$ cat config.mk
export PLATFORM = sky130hd
export DESIGN_NAME = modulo_updown_counter
export DESIGN_NICKNAME = d
export VERILOG_FILES = /design/src/rtl/counter_pkg.sv /design/src/rtl/adder_slice4.sv /design/src/rtl/modulo_updown_counter.sv
export SDC_FILE = /design/constraint.sdc
export NUM_CORES = 1
export LEC_CHECK = 0
export ABC_AREA = 1
export ABC_CLOCK_PERIOD_IN_PS = 8400
export CAP_MARGIN = 10
export CORE_ASPECT_RATIO = 0.75
export CORE_MARGIN = 2
export CORE_UTILIZATION = 55
export DETAILED_ROUTE_END_ITERATION = 8
export PLACE_DENSITY = 0.85
export SYNTH_ARGS = -nofsm -noshare
export SYNTH_HDL_FRONTEND = slang
export SYNTH_SLANG_ARGS = --single-unit
$ cat constraint.sdc
create_clock -name clk -period 8.4 [get_ports clk]
set_input_delay 0.84 -clock clk [delete_from_list [all_inputs] [get_ports clk]]
set_output_delay 0.84 -clock clk [all_outputs]
set_load 0.05 [all_outputs]
$ cat src/rtl/counter_pkg.sv
// -----------------------------------------------------------------------------
// counter_pkg
// Shared definitions for the modulo up/down counter and its adder slices.
//   SLICE_W     : width of one ripple adder slice (4 bits)
//   nslices()   : number of slices needed for a given counter width
//   count_dir_e : counting direction, decoded from the 'up' input
// -----------------------------------------------------------------------------
package counter_pkg;

  localparam int unsigned SLICE_W = 4;

  function automatic int unsigned nslices(input int unsigned width);
    return width / SLICE_W;
  endfunction

  typedef enum logic {
    DIR_DOWN = 1'b0,
    DIR_UP   = 1'b1
  } count_dir_e;

endpackage

$ cat src/rtl/adder_slice4.sv
// -----------------------------------------------------------------------------
// adder_slice4
// One 4-bit slice of the counter's ripple-carry increment/decrement chain.
// Ports:
//   a    in  4  counter nibble
//   b    in  4  step nibble (true or inverted)
//   cin  in  1  carry from the lower slice
//   sum  out 4  result nibble
//   cout out 1  carry to the upper slice
// -----------------------------------------------------------------------------
module adder_slice4
  import counter_pkg::*;
(
  input  logic [SLICE_W-1:0] a,
  input  logic [SLICE_W-1:0] b,
  input  logic               cin,
  output logic [SLICE_W-1:0] sum,
  output logic               cout
);

  logic [SLICE_W:0] total;

  always_comb begin
    total = {1'b0, a} + {1'b0, b} + (SLICE_W + 1)'(cin);
  end

  assign sum  = total[SLICE_W-1:0];
  assign cout = total[SLICE_W];

endmodule

$ cat src/rtl/modulo_updown_counter.sv
// -----------------------------------------------------------------------------
// modulo_updown_counter
// Parametrised up/down modulo counter with programmable terminal value,
// enable, synchronous load, terminal-count and wrap flags. The +/-STEP path
// is a ripple chain of adder_slice4 instances.
//
// Parameters:
//   WIDTH : counter width, nonzero multiple of 4
//   STEP  : amount added/subtracted per enabled cycle, 1 <= STEP < 2**WIDTH
//
// Ports:
//   clk      in  1      clock, rising edge
//   reset    in  1      asynchronous, active-high; clears count and wrap
//   en       in  1      count enable
//   up       in  1      1 = count up, 0 = count down
//   load     in  1      synchronous load, priority over en
//   load_val in  WIDTH  value captured on load (not range-checked)
//   max_val  in  WIDTH  terminal value; range is 0..max_val
//   count    out WIDTH  registered count
//   tc       out 1      up ? (count >= max_val) : (count == 0)
//   wrap     out 1      registered pulse, aligned with the wrapped count
//
// Configuration macro:
//   COUNTER_SATURATE_EN : clamp at 0 / max_val instead of wrapping;
//                         wrap is then always 0.
// -----------------------------------------------------------------------------
module modulo_updown_counter
  import counter_pkg::*;
#(
  parameter int unsigned WIDTH = 16,
  parameter int unsigned STEP  = 1
) (
  input  logic             clk,
  input  logic             reset,
  input  logic             en,
  input  logic             up,
  input  logic             load,
  input  logic [WIDTH-1:0] load_val,
  input  logic [WIDTH-1:0] max_val,
  output logic [WIDTH-1:0] count,
  output logic             tc,
  output logic             wrap
);

  localparam int unsigned      NS     = nslices(WIDTH);
  localparam logic [WIDTH-1:0] STEP_V = WIDTH'(STEP);

  if (WIDTH == 0 || (WIDTH % SLICE_W) != 0) begin : g_bad_width
    $error("modulo_updown_counter: WIDTH must be a nonzero multiple of 4");
  end

  if (STEP == 0 || (WIDTH < 32 && 64'(STEP) >= (64'd1 << WIDTH))) begin : g_bad_step
    $error("modulo_updown_counter: STEP must satisfy 1 <= STEP < 2**WIDTH");
  end

  count_dir_e       dir;
  logic [WIDTH-1:0] operand;
  logic [WIDTH-1:0] result;
  logic [NS:0]      carry;
  logic             carry_out;
  logic [WIDTH-1:0] count_next;
  logic             wrap_next;

  assign dir = up ? DIR_UP : DIR_DOWN;

  // Subtraction reuses the adder chain as count + ~STEP + 1; the final carry
  // is then the inverted borrow, i.e. high when count >= STEP.
  assign operand  = (dir == DIR_UP) ? STEP_V : ~STEP_V;
  assign carry[0] = (dir == DIR_DOWN);

  for (genvar i = 0; i < NS; i++) begin : g_slice
    adder_slice4 u_slice (
      .a    (count[i*SLICE_W +: SLICE_W]),
      .b    (operand[i*SLICE_W +: SLICE_W]),
      .cin  (carry[i]),
      .sum  (result[i*SLICE_W +: SLICE_W]),
      .cout (carry[i+1])
    );
  end

  assign carry_out = carry[NS];

  assign tc = (dir == DIR_UP) ? (count >= max_val) : (count == '0);

  always_comb begin
    count_next = count;
    wrap_next  = 1'b0;
    if (load) begin
      count_next = load_val;
    end else if (en) begin
      if (dir == DIR_UP) begin
        // tc also catches loaded values already above max_val; carry_out
        // catches sums that overflow WIDTH and would otherwise look small.
        if (tc || carry_out || (result > max_val)) begin
`ifdef COUNTER_SATURATE_EN
          count_next = max_val;
`else
          count_next = '0;
          wrap_next  = 1'b1;
`endif
        end else begin
          count_next = result;
        end
      end else begin
        if (carry_out) begin
          count_next = result;
        end else begin
`ifdef COUNTER_SATURATE_EN
          count_next = '0;
`else
          count_next = max_val;
          wrap_next  = 1'b1;
`endif
        end
      end
    end
  end

  always_ff @(posedge clk or posedge reset) begin
    if (reset) begin
      count <= '0;
      wrap  <= 1'b0;
    end else begin
      count <= count_next;
      wrap  <= wrap_next;
    end
  end

endmodule
==> results of run 1 <==
[through the flow]
stage | area, sq um | hold slack (ps) | cells
floorplan | 2670 | 766 | 418
global placement | 3240 | 566 | 520
CTS | 3280 | 607 | 524
finish | 3280 | 615 | 524
global route | 3280 | 637 | 524
detailed placement | 3240 | 588 | 520
[worst register-to-register path: stages (launching register included)]
cell	delay, ps
sky130_fd_sc_hd__dfrtp_1	470
sky130_fd_sc_hd__ha_1	360
sky130_fd_sc_hd__a21oi_1	130
sky130_fd_sc_hd__o21ai_0	110
sky130_fd_sc_hd__fa_1	410
sky130_fd_sc_hd__fa_1	410
sky130_fd_sc_hd__a21oi_1	160
sky130_fd_sc_hd__o21bai_1	90
sky130_fd_sc_hd__fa_1	410
sky130_fd_sc_hd__fa_1	420
sky130_fd_sc_hd__a21oi_1	150
sky130_fd_sc_hd__o21bai_1	90
sky130_fd_sc_hd__fa_1	400
sky130_fd_sc_hd__inv_1	90
sky130_fd_sc_hd__fa_1	450
sky130_fd_sc_hd__inv_1	80
sky130_fd_sc_hd__ha_1	230
sky130_fd_sc_hd__a21oi_1	140
sky130_fd_sc_hd__o21ai_0	80
sky130_fd_sc_hd__a21oi_1	140
sky130_fd_sc_hd__nand2_1	90
sky130_fd_sc_hd__a21oi_2	560
sky130_fd_sc_hd__nand2_1	110
sky130_fd_sc_hd__nand2_1	190
sky130_fd_sc_hd__nand2_1	80
sky130_fd_sc_hd__nand3_1	70
[power groups by stage]
stage	Combinational, mW	Clock (mW)	Sequential [mW]
global route	0.525	0.0695	0.130
floorplan	0.285	0	0.171
global placement	0.440	0	0.128
CTS	0.464	0.0678	0.127
detailed placement	0.460	0	0.128
finish	0.470	0.0679	0.128
[cells in the final DEF (no fill, tap or decap)]
master,n
sky130_fd_sc_hd__a21o_1,1
sky130_fd_sc_hd__o211ai_1,1
sky130_fd_sc_hd__nor2_1,53
sky130_fd_sc_hd__xor2_1,4
sky130_fd_sc_hd__a21oi_2,1
sky130_fd_sc_hd__dfrtp_1,17
sky130_fd_sc_hd__a21oi_1,26
sky130_fd_sc_hd__nand3b_1,1
sky130_fd_sc_hd__buf_4,2
sky130_fd_sc_hd__clkdlybuf4s50_1,54
sky130_fd_sc_hd__and2_1,1
sky130_fd_sc_hd__clkbuf_1,1
sky130_fd_sc_hd__and3_4,1
sky130_fd_sc_hd__o21bai_1,2
sky130_fd_sc_hd__nand4_1,3
sky130_fd_sc_hd__nor3_2,1
sky130_fd_sc_hd__ha_1,46
sky130_fd_sc_hd__xnor2_1,4
sky130_fd_sc_hd__o21ai_0,31
sky130_fd_sc_hd__nor3_1,4
sky130_fd_sc_hd__nand3_1,20
sky130_fd_sc_hd__inv_1,61
sky130_fd_sc_hd__nor2_2,1
sky130_fd_sc_hd__nand2_1,119
sky130_fd_sc_hd__fa_1,7
sky130_fd_sc_hd__a21oi_4,1
sky130_fd_sc_hd__inv_2,1
sky130_fd_sc_hd__clkbuf_8,3
[state kept, by name, indices dropped and copies added (netlist names)]
signal	count
count	16
wrap	1
[path summary, 6_finish.rpt]
| path | startpoint | to | slack, ps | cells past startpoint |
|---|---|---|---|---|
| max | up | count[3]$_DFFE_PP0P_ | 1590 | 27 |
| min | count[10]$_DFFE_PP0P_ | count[10]$_DFFE_PP0P_ | 610 | 2 |
| max reg2reg | count[3]$_DFFE_PP0P_ | count[3]$_DFFE_PP0P_ | 2420 | 25 |
| min reg2reg | count[10]$_DFFE_PP0P_ | count[10]$_DFFE_PP0P_ | 610 | 2 |
| max in group asynchronous | reset | count[6]$_DFFE_PP0P_ | 6910 | 2 |
| min in group asynchronous | reset | count[14]$_DFFE_PP0P_ | 1010 | 2 |
[logic make-up after synthesis]
group | after synthesis | synth area share
and+or+nand+nor | 204 | 0.310
xor gates and xnor gates | 8 | 0.0263
buffers and inverters | 73 | 0.108
adders and majority gates | 53 | 0.269
AOI/OAI and AO/OA | 63 | 0.128
DFF | 17 | 0.160
[cell type report]
type / count / area (sq um) / share of cell area
multi-input combinational: 328 / 1950 / 0.595
timing repair buffer: 56 / 556 / 0.169
sequential: 17 / 425 / 0.130
clock buffer: 4 / 45.0 / 0.0137
inverter: 62 / 233 / 0.0709
tap: 57 / 71.3 / 0.0217
[layer usage]
layer / wire length (microns) / GRT usage / vias to the layer above / part of all wire
li1: - / - / 1431 / -
met1: 3440 / 0.404 / 1321 / 0.45
met2: 3510 / 0.493 / 142 / 0.46
met3: 639 / 0.0504 / 17 / 0.083
met4: 108 / 0.0516 / 0 / 0.014
met5: 0 / 0 / - / 0
==> summary.log, run 1 <==
qor: worst_setup_path.critical_path.slowest_cell sky130_fd_sc_hd__a21oi_2
qor: cts.tritoncts_num_sinks 17
qor: power.vdd.ir_drop.worst 0.116 mV
qor: power.p_int 306 uW
qor: yosys.syn_avg_cell_area 6.38 sq um
qor: yosys.seq_total_area_yosys 0.160
qor: yosys.postSynth.asyncResetShare 1.00
qor: timing.shortest_period_the_worst_path_allows 6810 ps
qor: yosys.synthMostInstantiatedCell sky130_fd_sc_hd__nand2_1
qor: global_route.gr-total-overflow 0
qor: cts.cts_root_buf sky130_fd_sc_hd__clkbuf_8
qor: yosys.synth_edf_count 0
qor: cts.cts_setup_buffers 0
qor: yosys.post-synth-top-area-fraction 0.216
qor: route.route.final.wire_length 7700 microns
qor: worst_setup_path.worst_ep_required_time 8600 ps
qor: global_route.grt_antenna_before_repair 0
qor: route.vias_per_cell 5.56
qor: floorplanning.placementRows 21
qor: global_route.grtUsageTotal 0.294
qor: final_layout.finish.net_count 558
qor: yosys.top_post_synthesis_cells_by_area sky130_fd_sc_hd__ha_1, sky130_fd_sc_hd__nand2_1, sky130_fd_sc_hd__dfrtp_1
qor: timing.timing_max_transition_violations_final 0
qor: route.vias 2911
qor: cts.tritoncts built
qor: worst_setup_path.critical-path-max-stage-delay 560 ps
qor: worst_setup_path.cp-start-kind primary input
qor: power.pwr-share-comb 0.705
qor: placed_design.detailedPlacementHpwl 5850 microns
qor: power.netSwitchingPower 360 uW
qor: placed_design.post-place-ws 1430 ps
qor: cts.clockBufferDepth 2
qor: yosys.synth.yosys.warnings 0
qor: timing.achievable-frequency 147 MHz
qor: timing.setup_tns 0 ps
qor: floorplanning.die_h 64.3 microns
qor: floorplanning.coreArea 4570 sq um
qor: worst_setup_path.end_kind flip-flop
qor: cts.clk_pin_slew_worst_paths 80 ps
qor: timing.hold_violation_total_from_the_final_report 0
qor: job.drv_cap 0
qor: yosys.synth.cell_area 2670 sq um
qor: yosys.syn_nets 508
qor: global_route.wire_length_of_the_first_global_routing_pass 12800 microns
qor: timing.timing.final.crit_share 0.810
qor: route.firstDrtPassIters 4
qor: timing.fin_skew 3.43 ps
qor: yosys.synth_top_flop_cell sky130_fd_sc_hd__dfrtp_1
qor: final_layout.layout-area-overhead-vs-synth 23.1%
qor: route.ant_nets 0
qor: floorplanning.design.die.area 5420 sq um
qor: placed_design.numPortBuffers 54
qor: yosys.distinct_cells_synth 28
qor: timing.setup_repair_after_global_routing_missed_its_margin false
qor: power.static-leakage-power 1.78 nW
qor: placed_design.place.gp.congestion 0.941
qor: status.run_status completed
qor: timing.layout_setup_ws 1590 ps
qor: worst_setup_path.crit_path_frequent_cell sky130_fd_sc_hd__fa_1
qor: cts.post_cts.resized_instances 0
qor: cts.tritoncts.num_buffers 3
qor: power.seq_power_share 0.193
qor: global_route.via_count_of_the_first_global_routing_pass 2736
qor: floorplanning.fp.dieW 84.4 microns
qor: yosys.synth-seq-cells 17
qor: cts.worstSkewPairLatency 260 ps
qor: route.detail_route.drc_violations 0
qor: min_path.min-delay-path-class flip-flop to flip-flop
qor: yosys.synth_top_cells_by_count sky130_fd_sc_hd__nand2_1, sky130_fd_sc_hd__inv_1, sky130_fd_sc_hd__nor2_1, sky130_fd_sc_hd__ha_1, sky130_fd_sc_hd__o21ai_0
qor: global_route.pin_count_of_the_biggest_net_entering_global_routing 29
qor: timing.relSlewSlack 0.263
qor: yosys.syn_inst 418
qor: worst_setup_path.worst_path_dominant_cell_family adder cells
qor: cts.htree_levels 1
qor: floorplanning.design.portCount 55
qor: route.wl_per_cell 14.7 microns
qor: final_layout.final_core_util 0.718
qor: worst_setup_path.cp.buffers_inverters 4
qor: power.finalPower 666 uW
qor: worst_setup_path.critPathMaxFanout 18
qor: cts.cts.hold.buffers_added 0
qor: power.power_frac_clock 0.102
qor: final_layout.antenna_cells 0
qor: floorplanning.effective_utilization_at_floorplan 0.583
qor: worst_setup_path.critical_path_class primary input to flip-flop
qor: worst_setup_path.timing.critical_path.arrival 7010 ps
qor: final_layout.layout-drive-gt1-share 0.0236
qor: route.drt-initial-drc-count 308
qor: timing.finalSetupViolations 0
qor: power.swShare 0.541
qor: yosys.yosysTopAreaCell sky130_fd_sc_hd__ha_1
qor: final_layout.fillers 387
qor: timing.worst_slew_pin_slew 1100 ps
qor: power.pwr_density_cell 203 nW/um^2
No activity file was read; power rests on OpenSTA's default activity.
==> run 2, diff against run 1 <==
--- a/config.mk
+++ b/config.mk
@@ -6,13 +6,13 @@
 export NUM_CORES = 1
 export LEC_CHECK = 0
 export ABC_AREA = 1
-export ABC_CLOCK_PERIOD_IN_PS = 8400
+export ABC_CLOCK_PERIOD_IN_PS = 5500
 export CAP_MARGIN = 10
 export CORE_ASPECT_RATIO = 0.75
 export CORE_MARGIN = 2
-export CORE_UTILIZATION = 55
+export CORE_UTILIZATION = 48
 export DETAILED_ROUTE_END_ITERATION = 8
-export PLACE_DENSITY = 0.85
+export PLACE_DENSITY = 0.79
 export SYNTH_ARGS = -nofsm -noshare
 export SYNTH_HDL_FRONTEND = slang
 export SYNTH_SLANG_ARGS = --single-unit
==> constraint.sdc (replaced) <==
create_clock -name clk -period 5.5 [get_ports clk]
set_input_delay 0.55 -clock clk [delete_from_list [all_inputs] [get_ports clk]]
set_output_delay 0.55 -clock clk [all_outputs]
set_load 0.05 [all_outputs]
==> run 2 against run 1 <==
Register-to-register slack got worse by 2000 ps. Routed wire length is 8.9% higher. Count of clock-buffer cells in the layout fell by 1. Utilization shrank 4.0 points. Non-clock buffer count grew 29. Critical path depth increased by 1. First-iteration DRC count is 37% lower. Hold slack better by 2.4 ps. Final cell count is 9.0% higher. Flip-flop and latch count unchanged. Sequential share of layout area shrank 1.2 points. Clock skew hardly changed. Highest routed layer unchanged.
==> summary.log, run 2 (synthesis results as in run 1) <==
qor: status.run_status completed
qor: cts.cts.hold.buffers_added 0
qor: job.drv_cap 0
qor: worst_setup_path.cp-start-kind primary input
qor: power.vdd.ir_drop.worst 0.140 mV
qor: final_layout.largest_register_ff_count 16
qor: cts.worstSkewPairLatency 270 ps
qor: min_path.hp-start count[6]$_DFFE_PP0P_
qor: min_path.hold_path_depth 2
qor: route.vias 2967
qor: floorplanning.coreArea 5350 sq um
qor: final_layout.layoutNonFillerInstCount 571
qor: placed_design.post-place-ws -671 ps
qor: cts.tritoncts.num_buffers 3
qor: timing.timing_max_transition_violations_final 0
qor: final_layout.antenna_cells 0
qor: route.vias_per_cell 5.20
qor: timing.fin_skew 3.69 ps
qor: floorplanning.effective_utilization_at_floorplan 0.498
qor: worst_setup_path.reg2reg_depth 26
qor: route.route.final.wire_length 8380 microns
qor: floorplanning.placementRows 23
qor: timing.worst_slew_pin_slew 1170 ps
qor: worst_setup_path.end_kind flip-flop
qor: power.pwr_density_cell 326 nW/um^2
qor: timing.relSlewSlack 0.221
qor: timing.finalSetupViolations 0
qor: min_path.min-delay-path-class flip-flop to flip-flop
qor: route.firstDrtPassIters 5
qor: placed_design.numPortBuffers 54
qor: final_layout.most-common-layout-cells sky130_fd_sc_hd__nand2_1, sky130_fd_sc_hd__inv_1, sky130_fd_sc_hd__nor2_1, sky130_fd_sc_hd__clkdlybuf4s50_1, sky130_fd_sc_hd__ha_1
qor: min_path.hold_end count[6]$_DFFE_PP0P_
qor: final_layout.fillers 479
qor: cts.tritoncts_num_sinks 17
qor: worst_setup_path.worst_ep_required_time 5710 ps
qor: global_route.gr-total-overflow 0
qor: timing.shortest_period_the_worst_path_allows 5310 ps
qor: final_layout.layout-area-overhead-vs-synth 36.2%
qor: worst_setup_path.r2r_path_end count[9]$_DFFE_PP0P_
qor: route.ant_nets 0
qor: cts.clockBufferDepth 2
qor: final_layout.most_common_cell_after_layout_fill_and_taps_aside sky130_fd_sc_hd__nand2_1
qor: cts.clk_pin_slew_worst_paths 80 ps
qor: global_route.wire_length_of_the_first_global_routing_pass 13500 microns
qor: floorplanning.design.portCount 55
qor: placed_design.detailedPlacementHpwl 6280 microns
qor: worst_setup_path.reg2reg_setup_slack 400 ps
qor: cts.cts_root_buf sky130_fd_sc_hd__clkbuf_8
qor: route.detail_route.drc_violations 0
qor: cts.tritoncts built
qor: final_layout.multiInputGateArea 2040 sq um
qor: worst_setup_path.timing.rr.start count[0]$_DFFE_PP0P_
qor: cts.htree_levels 1
qor: placed_design.place_inst 561
qor: timing.achievable-frequency 188 MHz
qor: timing.layout_setup_ws 191 ps
qor: floorplanning.die_h 68.5 microns
qor: floorplanning.fp.dieW 90.0 microns
qor: final_layout.largest_register count
qor: placed_design.place.gp.congestion 0.940
qor: floorplanning.design.die.area 6170 sq um
qor: final_layout.biggestRegsByFlops count x16, wrap x1
qor: global_route.via_count_of_the_first_global_routing_pass 2943
qor: timing.hold_violation_total_from_the_final_report 0
qor: worst_setup_path.timing.critical_path.arrival 5520 ps
qor: final_layout.seq_area 425 sq um
qor: worst_setup_path.critical_path_class primary input to flip-flop
qor: worst_setup_path.critPathMaxFanout 6
qor: timing.timing.final.crit_share 0.965
qor: final_layout.finish.net_count 587
qor: route.wl_per_cell 14.7 microns
qor: power.static-leakage-power 1.94 nW
qor: global_route.grtUsageTotal 0.278
qor: global_route.grt_antenna_before_repair 0
qor: power.finalPower 1.18 mW
qor: final_layout.layout-drive-gt1-share 0.121
qor: route.drt-initial-drc-count 194
qor: global_route.pin_count_of_the_biggest_net_entering_global_routing 29
-- run 2: cell types whose count changed in the layout (fill, tap and decap cells not counted), moves of 3 or more --
cell / before / now
sky130_fd_sc_hd__buf_4: 2 / 28
sky130_fd_sc_hd__fa_1: 7 / 1
sky130_fd_sc_hd__fa_2: 0 / 6
sky130_fd_sc_hd__a21oi_1: 26 / 22
sky130_fd_sc_hd__a21oi_2: 1 / 4
sky130_fd_sc_hd__ha_1: 46 / 43
-- run 2: power breakdown --
part           internal [mW]  total (mW)  leakage, nW  switching (mW)
Clock                 0.0507       0.104       0.0255          0.0538
Combinational          0.382       0.890         1.71           0.508
Sequential             0.148       0.189        0.206          0.0415
Total                  0.580        1.18         1.94           0.604
-- run 2: final cells by class --
class                   instances  area share
clock inverters                 1     0.00138
well taps                      75      0.0259
flip-flops and latches         17       0.117
clock buffers                   3      0.0114
repair buffers                 85       0.218
multi-input cells             328       0.562
inverters                      62      0.0641
-- run 2: how the worst max path moves through the flow --
stage / start / endpoint / slack [ps] / depth (start not counted)
after global placement: up / count[9]$_DFFE_PP0P_ / -490 / 28
after CTS: up / count[9]$_DFFE_PP0P_ / 2 / 28
final: up / count[9]$_DFFE_PP0P_ / 190 / 28
after detailed placement: up / count[9]$_DFFE_PP0P_ / -670 / 28
after floorplan: up / count[0]$_DFFE_PP0P_ / 20 / 28
after global routing: up / count[13]$_DFFE_PP0P_ / -50 / 29
-- run 2: routing by layer --
| layer | part of all wire | track usage | vias to the layer above |
|---|---|---|---|
| met5 | 0 | 0 | - |
| met4 | 0.017 | 0.0615 | 0 |
| met3 | 0.081 | 0.0598 | 16 |
| met2 | 0.47 | 0.508 | 136 |
| met1 | 0.43 | 0.347 | 1330 |
| li1 | - | - | 1485 |
-- run 2: critical path, cell delays in order --
cell,delay [ps]
sky130_fd_sc_hd__dlygate4sd2_1,260
sky130_fd_sc_hd__inv_2,100
sky130_fd_sc_hd__ha_2,290
sky130_fd_sc_hd__nand2_1,70
sky130_fd_sc_hd__o21ai_1,70
sky130_fd_sc_hd__fa_2,360
sky130_fd_sc_hd__fa_2,360
sky130_fd_sc_hd__a21oi_2,120
sky130_fd_sc_hd__o21bai_1,90
sky130_fd_sc_hd__fa_2,370
sky130_fd_sc_hd__fa_2,390
sky130_fd_sc_hd__a21oi_2,140
sky130_fd_sc_hd__o21bai_1,90
sky130_fd_sc_hd__fa_2,370
sky130_fd_sc_hd__inv_2,70
sky130_fd_sc_hd__fa_2,440
sky130_fd_sc_hd__inv_2,80
sky130_fd_sc_hd__ha_4,190
sky130_fd_sc_hd__a21oi_2,140
sky130_fd_sc_hd__o21ai_1,80
sky130_fd_sc_hd__a21oi_1,120
sky130_fd_sc_hd__nand2_1,100
sky130_fd_sc_hd__a21oi_4,220
sky130_fd_sc_hd__buf_6,160
sky130_fd_sc_hd__nand3_2,80
sky130_fd_sc_hd__nand2_1,80
sky130_fd_sc_hd__nand2_1,60
sky130_fd_sc_hd__nand2_1,50
-- run 2: metrics by stage --
step | utilization | hold slack, ps | setup TNS, ps | area [sq um]
finish | 0.678 | 617 | 0 | 3630
global route | 0.678 | 644 | -65.3 | 3630
CTS | 0.664 | 611 | 0 | 3550
detailed placement | 0.646 | 590 | -10390 | 3460
global placement | 0.646 | 585 | -7500 | 3460
floorplan | - | 476 | 0 | 2700
-- run 2: what timing repair did --
action                                  CTS  global route
pin swaps                                12            16
endpoints found under the setup margin   17            17
resized for setup                        13            11
buffers inserted                          2             4
